$ cat src/rtl/spell_spi_mem.sv
// SPI memory bridge: one 32-bit mode-0 frame per request, {cmd, 7'b0, space, addr, data}.
// Read data is captured from spi_miso during the final byte and presented on data_out.
module spell_spi_mem #(
    parameter logic [7:0] READ_CMD  = 8'h03,
    parameter logic [7:0] WRITE_CMD = 8'h02
) (
    input  logic       clk,
    input  logic       rst_n,
    input  logic       select,
    input  logic       write,
    input  logic       memory_type_data,
    input  logic [7:0] addr,
    input  logic [7:0] data_in,
    output logic [7:0] data_out,
    output logic       data_ready,
    output logic       spi_cs,
    output logic       spi_clk,
    output logic       spi_mosi,
    input  logic       spi_miso
);

    typedef enum logic [1:0] {IDLE, SHIFT, DONE} state_t;

    state_t      r_state, w_next;
    logic [30:0] r_frame;     // remaining bits after the one currently on spi_mosi
    logic [4:0]  r_bit;
    logic        r_phase;
    logic        r_write;
    logic [7:0]  r_rx;
    logic [31:0] w_frame;
    logic        w_start, w_abort, w_finish;

    assign w_frame = {(write ? WRITE_CMD : READ_CMD), 7'b0, memory_type_data, addr,
                      (write ? data_in : 8'h00)};

    always_ff @(posedge clk) begin
        if (!rst_n) r_state <= IDLE;
        else        r_state <= w_next;
    end

    always_comb begin
        w_next   = r_state;
        w_start  = 1'b0;
        w_abort  = 1'b0;
        w_finish = 1'b0;
        case (r_state)
            IDLE: begin
                if (select) begin
                    w_next  = SHIFT;
                    w_start = 1'b1;
                end
            end
            SHIFT: begin
                if (!select) begin
                    w_next  = IDLE;
                    w_abort = 1'b1;
                end else if (r_phase && (r_bit == 5'd31)) begin
                    w_next   = DONE;
                    w_finish = 1'b1;
                end
            end
            DONE: begin
                if (!select) w_next = IDLE;
            end
            default: w_next = IDLE;
        endcase
    end

    always_ff @(posedge clk) begin
        if (!rst_n) begin
            spi_cs     <= 1'b1;
            spi_clk    <= 1'b0;
            spi_mosi   <= 1'b0;
            data_ready <= 1'b0;
            data_out   <= '0;
            r_frame    <= '0;
            r_bit      <= '0;
            r_phase    <= 1'b0;
            r_write    <= 1'b0;
            r_rx       <= '0;
        end else begin
            case (r_state)
                IDLE: begin
                    spi_cs     <= 1'b1;
                    spi_clk    <= 1'b0;
                    data_ready <= 1'b0;
                    r_bit      <= '0;
                    r_phase    <= 1'b0;
                    if (w_start) begin
                        r_write  <= write;
                        r_frame  <= w_frame[30:0];
                        spi_mosi <= w_frame[31];
                        spi_cs   <= 1'b0;
                    end
                end
                SHIFT: begin
                    if (w_abort) begin
                        spi_cs  <= 1'b1;
                        spi_clk <= 1'b0;
                        r_bit   <= '0;
                        r_phase <= 1'b0;
                    end else if (!r_phase) begin
                        // Rising spi_clk: sample miso only during the data byte of a read
                        spi_clk <= 1'b1;
                        r_phase <= 1'b1;
                        if (!r_write && (r_bit[4:3] == 2'b11))
                            r_rx <= {r_rx[6:0], spi_miso};
                    end else if (w_finish) begin
                        spi_clk    <= 1'b0;
                        spi_cs     <= 1'b1;
                        data_ready <= 1'b1;
                        r_bit      <= '0;
                        r_phase    <= 1'b0;
                        if (!r_write) data_out <= r_rx;
                    end else begin
                        spi_clk  <= 1'b0;
                        r_phase  <= 1'b0;
                        r_bit    <= r_bit + 5'd1;
                        spi_mosi <= r_frame[30];
                        r_frame  <= {r_frame[29:0], 1'b0};
                    end
                end
                DONE: begin
                    spi_cs  <= 1'b1;
                    spi_clk <= 1'b0;
                    if (!select) data_ready <= 1'b0;
                end
                default: begin
                    spi_cs     <= 1'b1;
                    spi_clk    <= 1'b0;
                    data_ready <= 1'b0;
                end
            endcase
        end
    end

endmodule
$ cat config.mk
export PLATFORM = sky130hd
export DESIGN_NAME = spell_spi_mem
export DESIGN_NICKNAME = d
export VERILOG_FILES = /design/src/rtl/spell_spi_mem.sv
export SDC_FILE = /design/constraint.sdc
export NUM_CORES = 1
export LEC_CHECK = 0
export ABC_AREA = 1
export BUFFER_PORTS_ARGS = -buffer_cell sky130_fd_sc_hd__clkbuf_2
export CELL_PAD_IN_SITES_DETAIL_PLACEMENT = 1
export CELL_PAD_IN_SITES_GLOBAL_PLACEMENT = 1
export CORE_MARGIN = 8
export CORE_UTILIZATION = 35
export DETAILED_ROUTE_END_ITERATION = 12
export MAX_ROUTING_LAYER = met4
export PLACE_DENSITY_LB_ADDON = 0.1
export SETUP_SLACK_MARGIN = 0.05
export SYNTH_ARGS = -nofsm -noshare
export SYNTH_HDL_FRONTEND = slang
export SYNTH_SLANG_ARGS = --single-unit
$ cat constraint.sdc
create_clock -name clk -period 3.1 [get_ports clk]
set_input_delay 0.155 -clock clk [delete_from_list [all_inputs] [get_ports clk]]
set_output_delay 0.155 -clock clk [all_outputs]
set_load 0.01 [all_outputs]
Word-level counts from Yosys, hierarchy flattened
Cells that the tools add are included.
{ "totals": {"ff_bits": 60, "output_inout_bits": 12, "elab_cells": 82} }
{ "op_classes": {"addsub": 1, "eq_ne": 14, "mux": 39, "n_bitwise": 3, "n_reduce_logical": 14} }
{ "op_table": {"columns": ["cell", "count"], "rows": [
  ["two-way mux 31 bit", 4],
  ["one-hot mux 31 bit (2 select lines)", 1],
  ["two-way mux 1 bit", 20],
  ["two-way mux 5 bit", 3],
  ["!= test 2 bit, second input constant", 7],
  ["one-hot mux 5 bit (2 select lines)", 1],
  ["AND reduction 5 bit", 2],
  ["!= test 3 bit, second input constant", 3],
  ["two-way mux 2 bit", 4],
  ["two-way mux 8 bit", 1],
  ["one-hot mux 1 bit (2 select lines)", 4],
  ["AND reduction 2 bit", 4],
  ["AND reduction 4 bit", 2],
  ["one-hot mux 2 bit (3 select lines)", 1],
  ["adder 5 x 1 -> 5 bit, second input constant", 1],
  ["== test 5 bit, second input constant", 1],
  ["== test 2 bit, second input constant", 2],
  ["NOT 1 bit", 3],
  ["AND reduction 3 bit", 1],
  ["== test 2 x 1 -> 1 bit, second input constant", 1],
  ["logical AND 1 bit", 2],
  ["logical NOT 2 bit", 1],
  ["nonzero test 2 bit", 1],
  ["logical NOT 1 bit", 1]
]} }

Depth between registers and ports, before layout
{ "depth": {"word_depth": 9, "mapped_depth": 12, "mapped_depth_nobuf": 11} }

Worst setup path after synthesis
Ideal clock, no wire load.
{ "synth_timing": {"path_kind": "register to register", "startpoint": "register r_bit[0]", "endpoint": "register r_frame[1]", "setup_ps": 113, "arrival_time_ps": 1503, "t_required_ps": 2987, "slack_ps": 1484, "stages_incl_launch_ff": 13, "n_path_buf": 2, "period_less_slack_ps": 1616, "path_cell_list": "dfxtp_1 -> ha_1 -> nand2_1 -> nor2_1 -> ha_1 -> nand2_1 -> nand4_2 -> nand2_2 -> buf_6 -> buf_6 -> nand2_1 -> nand2_1 -> nor2_1"} }
{ "synth_between": {"elab_chain_len": 7} }
{ "synth_lines": {"columns": ["element", "line", "text"], "rows": [
  ["from (decl)", "26", "logic [4:0] r_bit;"],
  ["from (signal assigned)", "118", "r_bit <= r_bit + 5'd1;"],
  ["== test 5 bit", "57", "end else if (r_phase && (r_bit == 5'd31)) begin"],
  ["logical AND 1 bit", "57", null],
  ["two-way mux 1 bit", "57", null],
  ["two-way mux 1 bit", "54", "if (!select) begin"],
  ["two-way mux 1 bit", "46", "case (r_state)"],
  ["!= test 2 bit (no source line)", null, null],
  ["AND reduction 5 bit (no source line)", null, null],
  ["to (signal assigned)", "91", "r_frame <= w_frame[30:0];"],
  ["to (signal assigned)", "120", "r_frame <= {r_frame[29:0], 1'b0};"],
  ["to (decl)", "25", "logic [30:0] r_frame;"]
]} }
No other way between the ends.
A chain may end at the register's enable or synchronous reset.

Worst setup path in the final report
{ "layout_timing": {"startpoint": "register r_bit[0]", "endpoint": "register r_frame[3]"} }
The elaborated chain is that of the path after synthesis.

==> summary by stage <==
Synth
The top cell type by total area after synthesis is sky130_fd_sc_hd__dfxtp_1. The sequential cell area fraction in the yosys report is 46.6%. The synthesized net count is 391. The commonest cells after synthesis are sky130_fd_sc_hd__nand2_1 (105), sky130_fd_sc_hd__nor2_1 (77), sky130_fd_sc_hd__dfxtp_1 (60). The most numerous cell in the Yosys netlist is sky130_fd_sc_hd__nand2_1. Of all flip-flops after synthesis, the portion carrying an async set or reset was 0%. The post-synthesis instance total is 367. The share of synthesized area in the top cell type comes to 46.6%. The number of enable flip-flop cells after synthesis is 0.

The synthesized netlist occupies a cell area of 2580 µm². In the synthesized netlist the dominant register cell turns out to be sky130_fd_sc_hd__dfxtp_1. After synthesis, the mean cell area works out to 7.02 µm².

During synthesis, Yosys emitted a total of 0 warnings. In the post-synthesis netlist, the biggest area contributors are sky130_fd_sc_hd__dfxtp_1 (47%), sky130_fd_sc_hd__nand2_1 (15%), sky130_fd_sc_hd__nor2_1 (11%). The synthesized design contains 60 register bits. Counting distinct cell types in the post-synthesis netlist gives 25.

STA
The final hold violation count was 0. The highest clock rate is 0.435 GHz. The number of pins exceeding their max-slew limit in the final report is 0. Setup violations remaining at the end of the flow were counted as 0. The normalized max-slew margin is 60.9%. The post-route minimum period is 2.30 ns.

At the pin with the least slew margin, the transition time is 0.583 ns. On the final layout, the worst clock skew is 0.00416 ns. The final cycle utilization of the critical path is 74.2%.

Setup repair after global routing left no endpoint under its margin. Summed over all failing endpoints, the final setup total negative slack is 0 ns.

Setup path
Among the stages of the critical path, the cell type that occurs most often is sky130_fd_sc_hd__nand2_1. The endpoint arrival time on the critical path is 2.53 ns. The data required time of the worst path is 3.33 ns. The worst setup path is launched from a register. The signal on the critical path passes through ha_1 > nand2_1 > nor2_1 > ha_1 > nand2_1 > nand4_2 > nand2_2 > buf_4 > nand2_1 > nand2_1 > nor2_1. The classification of the worst setup path is register to register. The largest individual stage delay along the critical path comes from the cell sky130_fd_sc_hd__dfxtp_1. The type of destination of the critical path is a register.

The number of buffers and inverters on the critical path is 1. The worst-path maximum fanout is 28. The kind of cell adding the most delay to the critical path is simple AND/OR/NAND/NOR gates.

For this run, the slowest stage of the critical path takes 0.34 ns.

Route
The DRC marker count from the first detailed-route iteration is 113. The detail-routed via count per cell is 4.70. Wires add up to 6060 µm. The detail route stage leaves a number of antenna-violating nets equal to 0. The number of iterations in the first detailed-routing pass is 4. The total DRC errors in the routed layout is 0. The detailed-route via count is 2343. After detailed routing, the average wire length per cell comes to 12.1 µm.

Flow run
The tool flagged a number of max-cap violations equal to 0.

Layout
The share of post-route cells with drive strength above 1 is 16.5%. The layout overhead on the synthesized area is 17.3%. The final instance area is 3020 µm².

The post-layout net count is 419. The final antenna diode count is 0. Once layout is complete, the utilization of the core stands at 42.1%.

Die
The vertical die dimension is 102 µm. The initial standard-cell utilization of the core is 35.9%. The core outline area is 7180 µm². During I/O placement, the number of pins put on the boundary was 34. The area of the die is 10400 µm².

The number of placement rows is 31. Measured along the x axis, the die boundary spans 102 µm.

GRT
The number of antenna violations at the first check in global routing is 0. The number of global-route vias before repair was 2337. Global routing consumed, on the met2 layer, 20.3% of the routing resources.

The met1 usage in global routing is 16.0%. The busiest layer in global routing is met2. The global routing usage on met3 is 3.23%. The global-route usage over all layers is 13.4%. The global route total overflow is 0. Entering global routing, the biggest net connects 45 pins.

The first-pass GRT wire length is 10700 µm.

Clock tree
Post-CTS repair changed the size of 0 cells. Counting every sink on the clock net gives 60. TritonCTS built the clock tree. The source-to-sink clock delay at the later pin of the worst-skew pair is 0.33 ns. Buffers inserted to repair hold after CTS numbered 0.

The number of buffers on the longest clock path is 2. TritonCTS created 9 clock buffers. The clock slew at the register clock pins of the worst setup and hold paths is 0.07 ns. The maximum level of the CTS H-tree is 3. The clock root buffer is sky130_fd_sc_hd__clkbuf_8. The buffers inserted during post-CTS setup optimization is 0.

Power and ir drop
The design internal power is 1370 µW. The static leakage is 0.00140 µW. The switching component of the power is 413 µW. The total power after layout is 1790 µW. The combinational cell fraction of total power is 7.9%.

The net switching fraction of the power is 23.1%. The clock network accounts for 46.0% of the total power. The cell area power density is 591 nW/µm². The share of total power dissipated in sequential elements is 46.0%.

The maximum resistive drop on vdd is 190 µV.

Place
The placed standard-cell area is 2790 µm². The final estimated routing congestion in global placement is 0.725. Detailed placement ended at an HPWL of 3950 µm.

The count of buffers added on input and output ports is 33.

Worst hold path
The tightest min-delay check is of the input port to register type.

Outcome
The flow ran to the end, and the final reports show no timing, DRC or antenna violations.
-- registers in the layout, summed over array words and instances, names as in the netlist, 2 cells and up --
name	cells
data_out	8
r_state	2
r_bit	5
r_frame	31
r_rx	8
-- tightest hold or removal path, cell delays in order --
cell and delay (ns):
sky130_fd_sc_hd__clkbuf_2 0.08, sky130_fd_sc_hd__inv_1 0.04, sky130_fd_sc_hd__nand2_1 0.04, sky130_fd_sc_hd__nand2_1 0.05
sky130_fd_sc_hd__nor2_1 0.03
-- layout by cell type (no fill, tap or decap) --
cell,Yosys,final
sky130_fd_sc_hd__inv_2,4,4
sky130_fd_sc_hd__a211oi_1,1,1
sky130_fd_sc_hd__inv_1,17,17
sky130_fd_sc_hd__ha_1,2,2
sky130_fd_sc_hd__nand2_2,3,3
sky130_fd_sc_hd__nand2_1,105,105
sky130_fd_sc_hd__o21ai_1,5,5
sky130_fd_sc_hd__buf_4,1,3
sky130_fd_sc_hd__nand4_2,2,2
sky130_fd_sc_hd__or2_2,1,1
sky130_fd_sc_hd__nor2_1,77,77
sky130_fd_sc_hd__dfxtp_1,60,60
sky130_fd_sc_hd__clkinv_2,0,2
sky130_fd_sc_hd__clkbuf_2,0,33
sky130_fd_sc_hd__nand3_1,8,8
sky130_fd_sc_hd__o21ai_0,33,33
sky130_fd_sc_hd__clkbuf_8,0,12
sky130_fd_sc_hd__bufinv_16,0,2
sky130_fd_sc_hd__nand3_2,1,1
sky130_fd_sc_hd__a22oi_1,13,13
sky130_fd_sc_hd__a21oi_1,12,12
sky130_fd_sc_hd__nor2_2,1,1
sky130_fd_sc_hd__nor2_4,1,1
sky130_fd_sc_hd__o21ai_2,1,1
sky130_fd_sc_hd__a31oi_1,1,1
-- layer usage --
metal  vias up  wire (µm)
met2        27       2760
met4         0        120
met3        11        198
met5         -          0
li1       1222          -
met1      1083       2980
-- stage by stage --
| stage | cells | setup WS (ns) | hold WS, ns |
|---|---|---|---|
| after floorplan | 367 | 1.48 | 0.336 |
| after global placement | 483 | 0.874 | 0.440 |
| after detailed placement | 483 | 0.817 | 0.453 |
| after CTS | 499 | 0.808 | 0.0918 |
| after global routing | 499 | 0.577 | 0.142 |
| final | 499 | 0.801 | 0.107 |
-- logic make-up (layout without fill, tap and decap cells) --
group | count (synthesis) | after routing | synth area share [%]
AND/OR/NAND/NOR | 199 | 199 | 31.1
AO/OA/AOI/OAI | 66 | 66 | 14.4
flip-flops | 60 | 60 | 46.6
buffers and inverters | 40 | 73 | 6.95
adder cells (fa/ha/maj) | 2 | 2 | 0.971
-- final cells by class --
cell class | instances | area, µm²
Clock buffer | 12 | 165
Clock inverter | 4 | 70.1
Fill cell | 928 | 4150
Inverter | 21 | 78.8
Multi-Input combinational cell | 267 | 1200
Sequential cell | 60 | 1200
Tap cell | 99 | 124
Timing Repair Buffer | 36 | 188
-- worst paths after layout --
| kind | from | to | slack, ns | cells past startpoint |
|---|---|---|---|---|
| worst min-delay path | spi_miso | r_rx[0]$_SDFFE_PN0P_ | 0.11 | 5 |
| worst min register to register | spi_cs$_SDFFE_PN1P_ | spi_cs$_SDFFE_PN1P_ | 0.46 | 2 |
| worst max-delay path | r_bit[0]$_SDFFE_PN0P_ | r_frame[3]$_SDFFE_PN0P_ | 0.80 | 11 |
| worst max register to register | r_bit[0]$_SDFFE_PN0P_ | r_frame[3]$_SDFFE_PN0P_ | 0.80 | 11 |
-- power groups by stage --
| stage | combinational, µW | clock, µW | sequential, µW |
|---|---|---|---|
| floorplan | 108 | 0 | 835 |
| global placement | 142 | 0 | 839 |
| detailed placement | 145 | 0 | 839 |
| CTS | 146 | 852 | 822 |
| global route | 168 | 881 | 825 |
| finish | 142 | 822 | 822 |
Note: power is estimated with default switching activity, not from simulation.
